**config.mk**
```make
export PLATFORM = sky130hd
export DESIGN_NAME = my_register_file
export DESIGN_NICKNAME = d
export VERILOG_FILES = /design/src/rtl/my_cpu_pkg.sv /design/src/rtl/my_register_cell.sv /design/src/rtl/my_register_file.sv
export SDC_FILE = /design/constraint.sdc
export NUM_CORES = 1
export LEC_CHECK = 0
export ABC_AREA = 1
export BUFFER_PORTS_ARGS = -buffer_cell sky130_fd_sc_hd__buf_2
export CORE_MARGIN = 3
export CORE_UTILIZATION = 24
export DETAILED_ROUTE_END_ITERATION = 8
export PLACE_DENSITY_LB_ADDON = 0.25
export SYNTH_ARGS = -nofsm -noshare
export SYNTH_HDL_FRONTEND = slang
export SYNTH_HIERARCHICAL = 1
export SYNTH_SLANG_ARGS = --single-unit
```
**constraint.sdc**
```tcl
create_clock -name clk_i -period 1.54 [get_ports clk_i]
set_input_delay 0.231 -clock clk_i [delete_from_list [all_inputs] [get_ports clk_i]]
set_output_delay 0.231 -clock clk_i [all_outputs]
set_load 0.01 [all_outputs]
```
**src/rtl/my_cpu_pkg.sv**
```systemverilog
// Shared constants for the register file: default entry width and update directions.
package my_cpu_pkg;

    localparam int   DEFAULT_REGISTER_WIDTH = 4;
    localparam logic UPD_INC                = 1'b0;
    localparam logic UPD_DEC                = 1'b1;

endpackage : my_cpu_pkg

```
**src/rtl/my_register_cell.sv**
```systemverilog
// One register-file entry: write beats update, +/-1 modulo 2^WIDTH, wrap detect.
// next_o is the value this entry commits at the coming edge, so the top can bypass it.
module my_register_cell
    import my_cpu_pkg::*;
#(
    parameter int WIDTH          = DEFAULT_REGISTER_WIDTH,
    parameter bit HARDWIRED_ZERO = 1'b0
) (
    input  logic             clk_i,
    input  logic             reset_ni,
    input  logic             we_i,
    input  logic [WIDTH-1:0] wdata_i,
    input  logic             upd_en_i,
    input  logic             upd_dir_i,
    output logic [WIDTH-1:0] next_o,
    output logic             wrap_o
);

    generate
        if (HARDWIRED_ZERO) begin : g_zero
            assign next_o = '0;
            assign wrap_o = 1'b0;
        end else begin : g_reg
            logic [WIDTH-1:0] value_q;
            logic [WIDTH-1:0] value_d;
            logic             wrap_d;

            // The write wins outright: a colliding update neither commits nor flags a wrap.
            always_comb begin
                value_d = value_q;
                wrap_d  = 1'b0;
                if (we_i) begin
                    value_d = wdata_i;
                end else if (upd_en_i) begin
                    if (upd_dir_i == UPD_INC) begin
                        value_d = value_q + 1'b1;
                        wrap_d  = &value_q;
                    end else begin
                        value_d = value_q - 1'b1;
                        wrap_d  = ~|value_q;
                    end
                end
            end

            always_ff @(posedge clk_i) begin
                if (!reset_ni) begin
                    value_q <= '0;
                end else begin
                    value_q <= value_d;
                end
            end

            assign next_o = value_d;
            assign wrap_o = wrap_d;
        end
    endgenerate

endmodule : my_register_cell

```
**src/rtl/my_register_file.sv**
```systemverilog
// Register file with one write port, one +/-1 update port and two registered,
// write-first read ports. Define MY_REGISTER_FILE_ZERO_REG_EN to hardwire entry 0 to zero.
module my_register_file
    import my_cpu_pkg::*;
#(
    parameter int REGISTER_WIDTH = DEFAULT_REGISTER_WIDTH,
    parameter int NUM_REGISTERS  = 4,
    parameter int ADDR_WIDTH     = $clog2(NUM_REGISTERS)
) (
    input  logic                      clk_i,
    input  logic                      reset_ni,
    input  logic                      we_i,
    input  logic [ADDR_WIDTH-1:0]     waddr_i,
    input  logic [REGISTER_WIDTH-1:0] wdata_i,
    input  logic                      upd_en_i,
    input  logic [ADDR_WIDTH-1:0]     upd_addr_i,
    input  logic                      upd_dir_i,
    input  logic [ADDR_WIDTH-1:0]     raddr_a_i,
    input  logic [ADDR_WIDTH-1:0]     raddr_b_i,
    output logic [REGISTER_WIDTH-1:0] rdata_a_o,
    output logic [REGISTER_WIDTH-1:0] rdata_b_o,
    output logic                      wrap_o
);

`ifdef MY_REGISTER_FILE_ZERO_REG_EN
    localparam bit ZERO_REG = 1'b1;
`else
    localparam bit ZERO_REG = 1'b0;
`endif

    logic [REGISTER_WIDTH-1:0] next_vals [NUM_REGISTERS];
    logic [NUM_REGISTERS-1:0]  wrap_vec;

    logic [REGISTER_WIDTH-1:0] rdata_a_q, rdata_a_d;
    logic [REGISTER_WIDTH-1:0] rdata_b_q, rdata_b_d;
    logic                      wrap_q, wrap_d;

    for (genvar g = 0; g < NUM_REGISTERS; g++) begin : g_cell
        my_register_cell #(
            .WIDTH          (REGISTER_WIDTH),
            .HARDWIRED_ZERO (ZERO_REG && (g == 0))
        ) u_cell (
            .clk_i     (clk_i),
            .reset_ni  (reset_ni),
            .we_i      (we_i && (waddr_i == ADDR_WIDTH'(g))),
            .wdata_i   (wdata_i),
            .upd_en_i  (upd_en_i && (upd_addr_i == ADDR_WIDTH'(g))),
            .upd_dir_i (upd_dir_i),
            .next_o    (next_vals[g]),
            .wrap_o    (wrap_vec[g])
        );
    end

    // Reading each cell's next value gives write-first bypass for free.
    always_comb begin
        rdata_a_d = next_vals[raddr_a_i];
        rdata_b_d = next_vals[raddr_b_i];
        wrap_d    = |wrap_vec;
    end

    always_ff @(posedge clk_i) begin
        if (!reset_ni) begin
            rdata_a_q <= '0;
            rdata_b_q <= '0;
            wrap_q    <= 1'b0;
        end else begin
            rdata_a_q <= rdata_a_d;
            rdata_b_q <= rdata_b_d;
            wrap_q    <= wrap_d;
        end
    end

    assign rdata_a_o = rdata_a_q;
    assign rdata_b_o = rdata_b_q;
    assign wrap_o    = wrap_q;

endmodule : my_register_file

```
==> out/metrics.cfg <==
[power_and_ir_drop]
power.switching_mw=0.6441
internal_power_mw=1.184
p_sw_share_pct=35.22
pwr-share-clk_pct=22.0
comb_power_share_pct=38.2
power_mw=1.829
leakagePower_nw=1.382
worst_ir_drop_vdd_mv=0.4059
pwr_density_cell_nw_per_um2=653.6
pwr-share-seq_pct=39.8

[timing]
min_period_ns=1.618
setup-tns-final_ns=-0.2366
max_slew.worst_pin.slew_ns=0.2995
fmax_mhz=617.9
finalCritPeriodShare_pct=105.1
setup_viol=6
whs_ns=0.2675
timing.slew.headroom_pct=79.88
final_max_slew_viol_count=0
hold_viol=0
fin_skew_ns=0.006104
rsz0062_at_grt=true
fin_ws_ns=-0.07828

[synthesis]
syn_area_per_cell_sq_um=6.148
yosysWarnings=6
synth_nets=354
ys_dominant_reg_cell=dfxtp_1
synth_seq_cells=25
netlist.area_leader.share_pct=25.05
post-synth-top-area-cell=dfxtp_1
synth_cell_type_count=23
synth_area_sq_um=1998
yosys-top-cells-area=dfxtp_1 25%, nand2_1 17%, inv_1 12%, a21oi_1 7.0%, nand3_1 7.0%
netlist_instances=325
yosysSeqAreaShare_pct=25.05
synth-edff-count=0
postSynth.asyncResetShare_pct=0

[detailed_routing]
ant_nets=0
route.vias.total=2243
first_iter_violations=79
drt_pass1_iterations=4
wirelength_microns=6086
drc=0
wl_per_cell_microns=12.15
vias_per_cell=4.477

[final_layout]
finalInstanceArea_sq_um=2798
layout_commonest_cell=nand2_1
drive_above_1_share_pct=38.10
fin_nets=429
antennaDiodeCount=0
final_cell_mix=81 x nand2_1, 49 x inv_1, 47 x buf_4
syn2layout_area_growth_pct=40.01

[worst_hold_path]
hold_path.class=in2reg
holdPathEnd=rdata_b_o[1]$_SDFF_PN0_
hp-start=raddr_b_i[1]
hold_path_depth=3

[setup_path]
reg2reg_to=rdata_a_o[1]$_SDFF_PN0_
max_stage_delay_ns=0.51
path_class=reg2reg
cp_top_family=adder cells
worstSetupEndpointType=register
crit_fanout=2
crit_chain=inv_2 > fa_2 > nand2_1 > o211ai_1 > o21a_1 > inv_1 > inv_2 > nand2_2 > nand3_2 > a21oi_2
timing.rr.start=g_cell[3].u_cell/g_reg.value_q[1]$_SDFF_PN0_
worstPathArrival_ns=1.78
cp_num_buf_inv=3
crit_top_cell=inv_2
reg2regPathDepth=10
critPathSlowestCell=fa_2
required_ns=1.70
crit_path_start_kind=register
rrSetupSlack_ns=-0.08

[placed_design]
portBuffers=25
gp_congestion=0.8717
dp_worst_setup_slack_ns=-0.3677
dpl_cell_area_sq_um=2549
hpwlAfterDp_microns=4828

[floorplan]
ioPinCount=26
start_util_pct=25.33
placementRows=32
die_w_microns=97.25
die_area_sq_um=9457
die_h_microns=97.25
core_sq_um=7888

[clock_tree]
htree_levels=1
cts_buffer_depth=2
cts_root_buffer=clkbuf_8
cts_tree=done
clk_latency_ns=0.27
cts_sinks=25
hold_buffers=0
clkTransAtPathRegs_ns=0.09
cts-buffers-inserted=3

[global_routing]
grt_overflow=0
grt.total_usage_pct=12.70
antenna_found_initial=0
grt_max_degree=14
grt_pass1_wl_microns=9949
grt_pass1_vias=2100

[run_status]
status=finished, violations left
violations=negative setup slack

[run]
maxCapViolCount=0

-- state kept, by name, indices dropped and copies added, names as in the netlist --
signal                       cells
g_cell.u_cell/g_reg.value_q     16
rdata_a_o                        4
wrap_o                           1
rdata_b_o                        4
-- cell families (layout without fill, tap and decap cells) --
kind of cell / after synthesis / in the layout / share of synthesized area (%)
compound gates: 53 / 53 / 16.28
simple gates: 162 / 162 / 34.81
fa+ha+maj: 12 / 12 / 9.017
buf+inv: 73 / 147 / 14.84
flops: 25 / 25 / 25.05
-- worst max path at each step --
stage / from / endpoint / slack [ns] / cells past startpoint
floorplan: g_cell[0].u_cell/g_reg.value_q[1]$_SDFF_PN0_ / rdata_a_o[1]$_SDFF_PN0_ / -0.0003 / 10
global placement: upd_dir_i / rdata_b_o[3]$_SDFF_PN0_ / -0.35 / 13
detailed placement: upd_dir_i / rdata_b_o[3]$_SDFF_PN0_ / -0.37 / 13
CTS: g_cell[2].u_cell/g_reg.value_q[0]$_SDFF_PN0_ / rdata_a_o[1]$_SDFF_PN0_ / -0.07 / 10
global route: g_cell[1].u_cell/g_reg.value_q[1]$_SDFF_PN0_ / rdata_b_o[3]$_SDFF_PN0_ / -0.17 / 13
finish: g_cell[3].u_cell/g_reg.value_q[1]$_SDFF_PN0_ / rdata_a_o[1]$_SDFF_PN0_ / -0.08 / 10
-- synth_stat cells, types with 2 or more instances --
cell type  count
a211oi_1       4
a21oi_1       28
a21oi_2        8
and2_1         4
buf_6          2
dfxtp_1       25
fa_1           4
ha_1           8
inv_1         64
inv_2          5
nand2_1       93
nand2_2        3
nand3_1       28
nand4_1        4
nor2_1        14
nor3_1        12
o211ai_1       4
o21a_1         4
o21ai_1        4
or2_1          4
-- worst register-to-register path, stage by stage, from the launching register on --
cell      delay (ns)
dfxtp_2         0.35
inv_2           0.04
fa_2            0.51
nand2_1         0.06
o211ai_1        0.07
o21a_1          0.18
inv_1           0.06
inv_2           0.06
nand2_2         0.05
nand3_2         0.08
a21oi_2         0.05
-- power by group through the flow --
stage / clock (mW) / combinational [mW] / sequential, mW
floorplan: 0 / 0.363 / 0.751
global placement: 0 / 0.618 / 0.738
detailed placement: 0 / 0.622 / 0.737
CTS: 0.418 / 0.645 / 0.725
global route: 0.443 / 0.792 / 0.734
finish: 0.402 / 0.699 / 0.727
-- stage by stage --
| step | std cells | util [%] |
|---|---|---|
| after floorplan | 325 | - |
| after global placement | 492 | 32.31 |
| after detailed placement | 492 | 32.31 |
| after CTS | 499 | 33.52 |
| after global routing | 501 | 35.47 |
| final | 501 | 35.47 |
-- what timing repair did --
item	CTS	global route
cloned	0	0
pin swaps	7	12
endpoints found under the hold margin	0	0
endpoints found under the setup margin	6	8
gates resized for setup	12	41
buffers inserted	3	2
-- area by class of cell --
class / instances / area (sq um)
clock buffer: 4 / 45.04
fill: 854 / 5090
inverter: 71 / 274.0
multi-input combinational: 227 / 1360
sequential: 25 / 513.0
tap: 102 / 127.6
timing repair buffer: 72 / 478.0
-- per-layer routing --
layer	GRT usage, %	share of wire, %	vias up	wire length, microns
met5	0	0	-	0
met4	3.301	1.5	0	93
met3	1.508	3.0	8	183
met2	20.49	46	35	2826
met1	17.96	49	1022	2983
li1	-	-	1178	-
No activity file was read; power rests on OpenSTA's default activity.
